### src/rtl/reduceron_run_ctrl.sv
// Run controller for a single Reduceron core: holds the core in reset, releases it,
// watches for completion or watchdog expiry, captures the outcome and hands it to a
// host-side consumer over a valid/ready handshake.
module reduceron_run_ctrl #(
  parameter int unsigned RST_CYCLES = 4,
  parameter int unsigned TIMEOUT    = 1000000,
  parameter int unsigned CYC_W      = 32
) (
  input  logic             clock,
  input  logic             reset,
  input  logic             start,
  output logic             busy,
  output logic             core_reset,
  input  logic [17:0]      core_result,
  input  logic [6:0]       core_state,
  input  logic [14:0]      core_heap,
  input  logic             core_finish,
  output logic             res_valid,
  input  logic             res_ready,
  output logic [17:0]      res_value,
  output logic [6:0]       res_state,
  output logic [14:0]      res_heap,
  output logic [CYC_W-1:0] res_cycles,
  output logic             res_timeout
);

  typedef enum logic [1:0] {StIdle, StHold, StRun, StDone} state_e;

  localparam logic [31:0]      HoldLoad   = 32'(RST_CYCLES);
  localparam logic [CYC_W-1:0] TimeoutCnt = CYC_W'(TIMEOUT);
  localparam logic [CYC_W-1:0] CntOne     = {{(CYC_W-1){1'b0}}, 1'b1};
  localparam bit               WdogEn     = (TIMEOUT != 0);

  state_e           state_q, state_d;
  logic [31:0]      hold_q, hold_d;
  logic [CYC_W-1:0] cnt_q, cnt_d, cnt_inc;
  logic             capture, cap_timeout;

  logic             busy_q, core_reset_q, res_valid_q, res_timeout_q;
  logic [17:0]      res_value_q;
  logic [6:0]       res_state_q;
  logic [14:0]      res_heap_q;
  logic [CYC_W-1:0] res_cycles_q;

  // Count of the current RUN cycle; sticks at all-ones instead of wrapping.
  assign cnt_inc = (&cnt_q) ? cnt_q : cnt_q + CntOne;

  // Next-state, hold/cycle counter updates and capture strobe.
  always_comb begin
    state_d     = state_q;
    hold_d      = hold_q;
    cnt_d       = cnt_q;
    capture     = 1'b0;
    cap_timeout = 1'b0;
    unique case (state_q)
      StIdle: begin
        if (start) begin
          state_d = StHold;
          hold_d  = HoldLoad;
        end
      end
      StHold: begin
        hold_d = hold_q - 32'd1;
        if (hold_q <= 32'd1) begin
          state_d = StRun;
          cnt_d   = '0;
        end
      end
      StRun: begin
        cnt_d = cnt_inc;
        // Finish takes priority over a watchdog expiry in the same cycle.
        if (core_finish) begin
          capture = 1'b1;
          state_d = StDone;
        end else if (WdogEn && (cnt_inc == TimeoutCnt)) begin
          capture     = 1'b1;
          cap_timeout = 1'b1;
          state_d     = StDone;
        end
      end
      StDone: begin
        if (res_ready) begin
          state_d = StIdle;
        end
      end
      default: state_d = StIdle;
    endcase
  end

  // FSM state and counters.
  always_ff @(posedge clock) begin
    if (reset) begin
      state_q <= StIdle;
      hold_q  <= '0;
      cnt_q   <= '0;
    end else begin
      state_q <= state_d;
      hold_q  <= hold_d;
      cnt_q   <= cnt_d;
    end
  end

  // Registered status flags and captured outcome; values persist until the next capture.
  always_ff @(posedge clock) begin
    if (reset) begin
      busy_q        <= 1'b0;
      core_reset_q  <= 1'b1;
      res_valid_q   <= 1'b0;
      res_value_q   <= '0;
      res_state_q   <= '0;
      res_heap_q    <= '0;
      res_cycles_q  <= '0;
      res_timeout_q <= 1'b0;
    end else begin
      busy_q       <= (state_d != StIdle);
      core_reset_q <= (state_d != StRun);
      res_valid_q  <= (state_d == StDone);
      if (capture) begin
        res_value_q   <= core_result;
        res_state_q   <= core_state;
        res_heap_q    <= core_heap;
        res_cycles_q  <= cap_timeout ? TimeoutCnt : cnt_inc;
        res_timeout_q <= cap_timeout;
      end
    end
  end

  assign busy        = busy_q;
  assign core_reset  = core_reset_q;
  assign res_valid   = res_valid_q;
  assign res_value   = res_value_q;
  assign res_state   = res_state_q;
  assign res_heap    = res_heap_q;
  assign res_cycles  = res_cycles_q;
  assign res_timeout = res_timeout_q;

endmodule

### config.mk
export PLATFORM = sky130hd
export DESIGN_NAME = reduceron_run_ctrl
export DESIGN_NICKNAME = d
export VERILOG_FILES = /design/src/rtl/reduceron_run_ctrl.sv
export SDC_FILE = /design/constraint.sdc
export NUM_CORES = 1
export LEC_CHECK = 0
export ABC_CLOCK_PERIOD_IN_PS = 4000
export CAP_MARGIN = 20
export CORE_MARGIN = 3
export CORE_UTILIZATION = 28
export DETAILED_ROUTE_END_ITERATION = 6
export HOLD_SLACK_MARGIN = 0.12
export PLACE_DENSITY = 0.45
export SLEW_MARGIN = 40
export SYNTH_ARGS = -nofsm -noshare
export SYNTH_HDL_FRONTEND = slang
export SYNTH_SLANG_ARGS = --single-unit
### constraint.sdc
create_clock -name clock -period 4 [get_ports clock]
set_input_delay 0.4 -clock clock [delete_from_list [all_inputs] [get_ports clock]]
set_output_delay 0.4 -clock clock [all_outputs]
set_load 0.05 [all_outputs]
==> results of run 1 <==
how the worst max path moves through the flow:
stage / from / end / slack (ns) / depth (start not counted)
final: cnt_q[0] / res_cycles[18] / 0.28 / 12
after global routing: cnt_q[0] / res_cycles[19] / 0.01 / 12
after CTS: cnt_q[0] / res_cycles[18] / 0.25 / 11
after detailed placement: cnt_q[0] / res_cycles[17] / 0.27 / 11
after global placement: cnt_q[0] / res_cycles[17] / 0.34 / 12
after floorplan: cnt_q[0] / res_cycles[10] / 0.53 / 14
kinds of logic after synthesis:
| kind of cell | share of synthesized area |
|---|---|
| flops | 0.396 |
| xor+xnor | 0.0268 |
| simple gates | 0.259 |
| mux | 0.0108 |
| fa+ha+maj | 0.00522 |
| compound gates | 0.243 |
| buf+inv | 0.0597 |
sequential cells by signal, summed over array words and instances (netlist names):
name and cells:
cnt_q 32, hold_q 32, res_cycles 32, res_value 18, res_heap 15, res_state 7
state_q 2, busy 1, core_reset 1, res_timeout 1, res_valid 1
power by group:
part	switching (mW)	internal [mW]	total, mW
Combinational	1.15	0.718	1.87
Clock	0.687	0.945	1.63
Sequential	0.190	1.63	1.82
Total	2.03	3.30	5.32
Yosys cell counts (all sizes together) (12+ instances only):
library cell,instances,area share
a21bo,40,0.056
nand3,86,0.060
a211oi,14,0.021
clkbuf,44,0.023
inv,14,0.0073
nand2,48,0.025
nor3,15,0.011
nand4,16,0.016
a31oi,18,0.016
o21ai,21,0.015
or4,17,0.018
dfxtp,142,0.40
a21oi,105,0.073
buf,31,0.029
nor4,12,0.013
nor2,106,0.055
through the flow:
step	std cells	util
after floorplan	880	-
after global placement	1287	0.353
after detailed placement	1287	0.354
after CTS	1318	0.378
after global routing	1318	0.378
final	1318	0.378
repair_timing:
item | in CTS | in global routing
resized for setup | 0 | 2
hold buffers | 0 | 0
endpoints found under the setup margin | 0 | 32
cell type report:
class,count,area [um2],share of cell area
multi-input cells,649,3950,0.422
well taps,324,405,0.0434
inverters,14,52.6,0.00562
clock buffers,18,439,0.0470
clock inverters,13,154,0.0165
flip-flops and latches,142,2840,0.304
repair buffers,158,1510,0.161
metal layers:
metal | wire, um | global-route usage
met4 | 524 | 0.0568
met2 | 10100 | 0.247
met5 | 0 | 0
met1 | 11100 | 0.223
met3 | 1120 | 0.0328
worst reg2reg max path, cell delays in order, from the launching register on:
cell	delay, ns
dfxtp_1	0.37
ha_1	0.29
and4_1	0.27
buf_4	0.20
and3_1	0.22
a2111oi_0	0.46
a21oi_1	0.27
nor2_1	0.20
nand3_1	0.09
or4_4	0.60
buf_4	0.26
nor3b_1	0.20
a211oi_2	0.21
==> out/qor.yml, run 1 <==
r2r_slack_ns: 0.28
synthCells: 880
critPathMaxStageDelay_ns: 0.60
grt_pass1_wl_mm: 36.3
fin_crit_sh: 0.929
min_from: "reset"
gr-usage-all-layers: 0.160
overflow: 0
core_mm2: 0.0247
ant_nets: 0
slew_violations: 0
power_density_mw_per_mm2: 569
start_util: 0.290
crit_top_cell: "buf_4"
min_path_type: "input port to flip-flop"
status: "completed"
io_buffers: 120
min_to: "hold_q[15]"
rr_endpoint: "res_cycles[18]"
end_kind: "flip-flop"
tightest_slew_ns: 0.715
synthArstFlopShare: 0
crit_arrival_ns: 4.06
syn2layout_area_growth_pct: 30.1
hold_viol_final: 0
cts-htree-levels: 4
yosysSeqAreaShare: 0.396
maxCapViolCount: 0
dr.pass1.iters: 5
final_common_cell: "dfxtp_1"
ys_seq_elements: 142
drive_gt1_frac: 0.133
relSlewSlack: 0.522
cp-start-kind: "flip-flop"
post_cts_buffers: 0
fin_hold_ws_ns: 0.382
crit_family: "simple AND/OR/NAND/NOR gates"
n_fill_cell: 2512
irDropWorstVdd_mv: 0.365
wl_per_cell_um: 17.3
wl_mm: 22.8
setup_viol: 0
yosysUniqueCellTypes: 63
place_area_mm2: 0.00875
syn_area_mm2: 0.00719
ff2ff_path_depth: 12
placementRows: 57
preCtsSetupSlack_ns: 0.273
fin_tns_setup_ns: 0
critical_path_buf_inv_count: 2
fin_crit_ns: 3.72
cts-root-buf: "clkbuf_16"
gp_congestion: 0.876
io_pins: 121
dieHeight_um: 166
dieArea_mm2: 0.0276
whs_path_depth: 2
synth_edf_count: 0
clk_pin_slew_ns: 0.07
r2r-start: "cnt_q[0]"
dp_hpwl_mm: 15.9
cts_tree: "built"
ys.flop_type: "dfxtp_1"
fin_area_mm2: 0.00935
synth.net_count: 928
cp_slowest_cell: "or4_4"
path_cells: "ha_1 > and4_1 > buf_4 > and3_1 > a2111oi_0 > a21oi_1 > nor2_1 > nand3_1 > or4_4 > buf_4 > nor3b_1 > a211oi_2"
clock_latency_ns: 0.43
leakage_nw: 3.13
drt_iter0_markers: 500
dieWidth_um: 166
rsz0062_at_grt: "false"
antenna_found_initial: 0
grt_pass1_vias: 6388
antenna_cells: 0
routed-via-count: 6813
final_cell_mix: "dfxtp_1 (142), clkdlybuf4s50_1 (119), nor2_1 (106), a21oi_1 (105), nand3_1 (86)"
fmax_ghz: 0.269
synth_area_per_cell_um2: 8.17
yosys_warnings: 0
fin_ws_ns: 0.283
cts_buffers: 17
ctsLongestPathBuffers: 2
viasPerCell: 5.17
path_class: "flip-flop to flip-flop"
finalPower_mw: 5.32
fin_skew_ns: 0.0124
cts.sinks: 142
grt_max_degree: 66
remaining_drc_errors: 0
layout.nets: 1030
crit_required_ns: 4.34
cp_max_fo: 33
Note: power is estimated with default switching activity, not from simulation.
==> run 2: changes to the inputs <==
ABC_CLOCK_PERIOD_IN_PS = 3200   (was 4000)
GPL_TIMING_DRIVEN = 1   (was unset)
PLACE_DENSITY = 0.46   (was 0.45)
clock period = 3.2 ns   (was 4 ns; I/O delays follow)
==> run 2 against run 1 <==
Against the previous run:
- the flow now finishes with violations (setup timing)
- sequential power grew 24%
- critical path depth grew 1
- flip-flop and latch count is the same
- via count grew 7.2%
- utilization grew 6.5 points
- combinational power grew 38%
- clock skew grew 0.0016 ns
- routed wire length grew 9.5%
- first-iteration DRC count shrank 12%
- design area grew 17%
- die area is the same
- worst hold slack lost 0.039 ns
- critical endpoint is now res_cycles[30]
- largest cell class unchanged
==> out/qor.yml, run 2 (synthesis gave the netlist of run 1 again) <==
finalPower_mw: 6.81  # +28%
status: "complete, but fails checks"
placementRows: 57  # unchanged
io_buffers: 120  # unchanged
crit_arrival_ns: 3.53  # -0.53 ns
fin_ws_ns: -0.0182  # -0.301 ns
hold_viol_final: 0  # unchanged
dp_hpwl_mm: 16.4  # +3.2%
end_kind: "flip-flop"
fmax_ghz: 0.311  # +16%
ctsLongestPathBuffers: 2  # unchanged
dieHeight_um: 166  # unchanged
cts-root-buf: "clkbuf_16"
grt_max_degree: 105  # +59%
cts_tree: "built"
final_common_cell: "buf_4"
crit_required_ns: 3.51  # -0.83 ns
core_mm2: 0.0247  # unchanged
gp_congestion: 0.848  # -3.1%
remaining_drc_errors: 0  # unchanged
layout.nets: 1150  # +12%
dieArea_mm2: 0.0276  # unchanged
cp-start-kind: "flip-flop"
gr-usage-all-layers: 0.168  # +0.00831
min_path_type: "input port to flip-flop"
wl_mm: 25.0  # +9.5%
clk_pin_slew_ns: 0.07  # about the same
path_class: "flip-flop to flip-flop"
power_density_mw_per_mm2: 621  # +9.2%
start_util: 0.290  # unchanged
cts_buffers: 17  # unchanged
antenna_found_initial: 0  # unchanged
grt_pass1_vias: 6748  # +5.6%
preCtsSetupSlack_ns: -0.208  # -0.481 ns
ff2ff_path_depth: 13  # +1
relSlewSlack: 0.516  # -0.00545
n_fill_cell: 2437  # -3.0%
multi_input_area_mm2: 0.00441  # +12%
io_pins: 121  # unchanged
cts-htree-levels: 4  # unchanged
maxCapViolCount: 0  # unchanged
routed-via-count: 7303  # +7.2%
whs_path_depth: 2  # unchanged
final_cell_mix: "buf_4 (135), dfxtp_1 (130), clkdlybuf4s50_1 (119), nor2_1 (105), a21oi_1 (75)"
fin_skew_ns: 0.0139  # +0.00156 ns
viasPerCell: 5.08  # -1.8%
leakage_nw: 3.96  # +26%
regArea_mm2: 0.00286  # +0.62%
clock_latency_ns: 0.44  # about the same
cp_max_fo: 7  # -79%
ant_nets: 0  # unchanged
dr.pass1.iters: 5  # unchanged
irDropWorstVdd_mv: 0.266  # -27%
slew_violations: 0  # unchanged
tightest_slew_ns: 0.723  # +0.00816 ns
fin_crit_sh: 1.01  # +0.0764
path_cells: "buf_4 > nand4_1 > nor4_4 > a21oi_2 > buf_4 > a211oi_2 > a31oi_1 > a211o_1 > or4_4 > buf_12 > buf_16 > a31oi_1 > nor2_1"
dieWidth_um: 166  # unchanged
overflow: 0  # unchanged
drt_iter0_markers: 442  # -12%
rsz0062_at_grt: "true"
syn2layout_area_growth_pct: 52.6
setup_viol: 6  # +6
violations: "setup timing"
critPathMaxStageDelay_ns: 0.65  # +0.05 ns
wl_per_cell_um: 17.3  # +0.33%
drive_gt1_frac: 0.309  # +0.176
cp_slowest_cell: "or4_4"
antenna_cells: 0  # unchanged
fin_crit_ns: 3.22  # -0.499 ns
cts.sinks: 142  # unchanged
grt_pass1_wl_mm: 38.1  # +5.0%
## run 2: cell types whose count changed in the layout (fill, tap and decap cells not counted), moves of 12 or more
| cell | delta |
|---|---|
| buf_4 | +98 |
| a21oi_1 | -30 |
| a21oi_2 | +30 |
| nand3_1 | -17 |
| nand3_2 | +16 |
| dfxtp_1 | -12 |
## run 2: per-layer routing
metal / part of all wire / vias up / GRT usage
met5: 0 / - / 0
met4: 0.016 / 0 / 0.0528
met3: 0.042 / 22 / 0.0293
met2: 0.46 / 166 / 0.266
met1: 0.48 / 3466 / 0.235
li1: - / 3649 / -
## run 2: worst paths after layout
path | slack (ns) | start | to
setup / recovery | -0.02 | cnt_q[18] | res_cycles[30]
hold / removal | 0.34 | reset | cnt_q[4]
setup reg to reg | -0.02 | cnt_q[18] | res_cycles[30]
hold reg to reg | 0.46 | res_heap[1] | res_heap[1]
## run 2: report_power, final
part / internal, mW / switching (mW) / leakage, nW / total, mW
sequential: 2.04 / 0.221 / 1.15 / 2.26
clock: 1.06 / 0.906 / 0.283 / 1.97
combinational: 1.06 / 1.52 / 2.52 / 2.58
## run 2: repair_timing
item | 4_1_cts | 5_1_grt
cloned | 1 | 9
pin swaps | 16 | 36
buffers inserted | 15 | 17
resized for setup | 34 | 85
hold buffers | 0 | 0
setup endpoints to repair | 77 | 77
## run 2: area by class of cell
| class | count | share of cell area |
|---|---|---|
| sequential | 142 | 0.261 |
| clock buffer | 18 | 0.0401 |
| clock inverter | 14 | 0.0132 |
| inverter | 14 | 0.00479 |
| timing repair buffer | 278 | 0.242 |
| tap | 324 | 0.0370 |
| multi-input combinational | 649 | 0.402 |
## run 2: metrics by stage
step	hold slack (ns)	cells	instance area, um2	utilization	setup TNS [ns]
after floorplan	0.430	880	7220	-	0
after global placement	0.450	1365	9370	0.379	-15.91
after detailed placement	0.455	1365	9380	0.379	-11.10
after CTS	0.465	1413	10300	0.415	-0.0339
after global routing	0.337	1439	11000	0.443	-7.35
final	0.342	1439	11000	0.443	-0.0576
## run 2: worst max-delay path, delay by kind of cell (launching register included)
family / cells / cell delay, ns
buffers and inverters: 4 / 0.61
AND/OR/NAND/NOR: 4 / 1.27
AO/OA/AOI/OAI: 5 / 0.87
flip-flops: 1 / 0.34
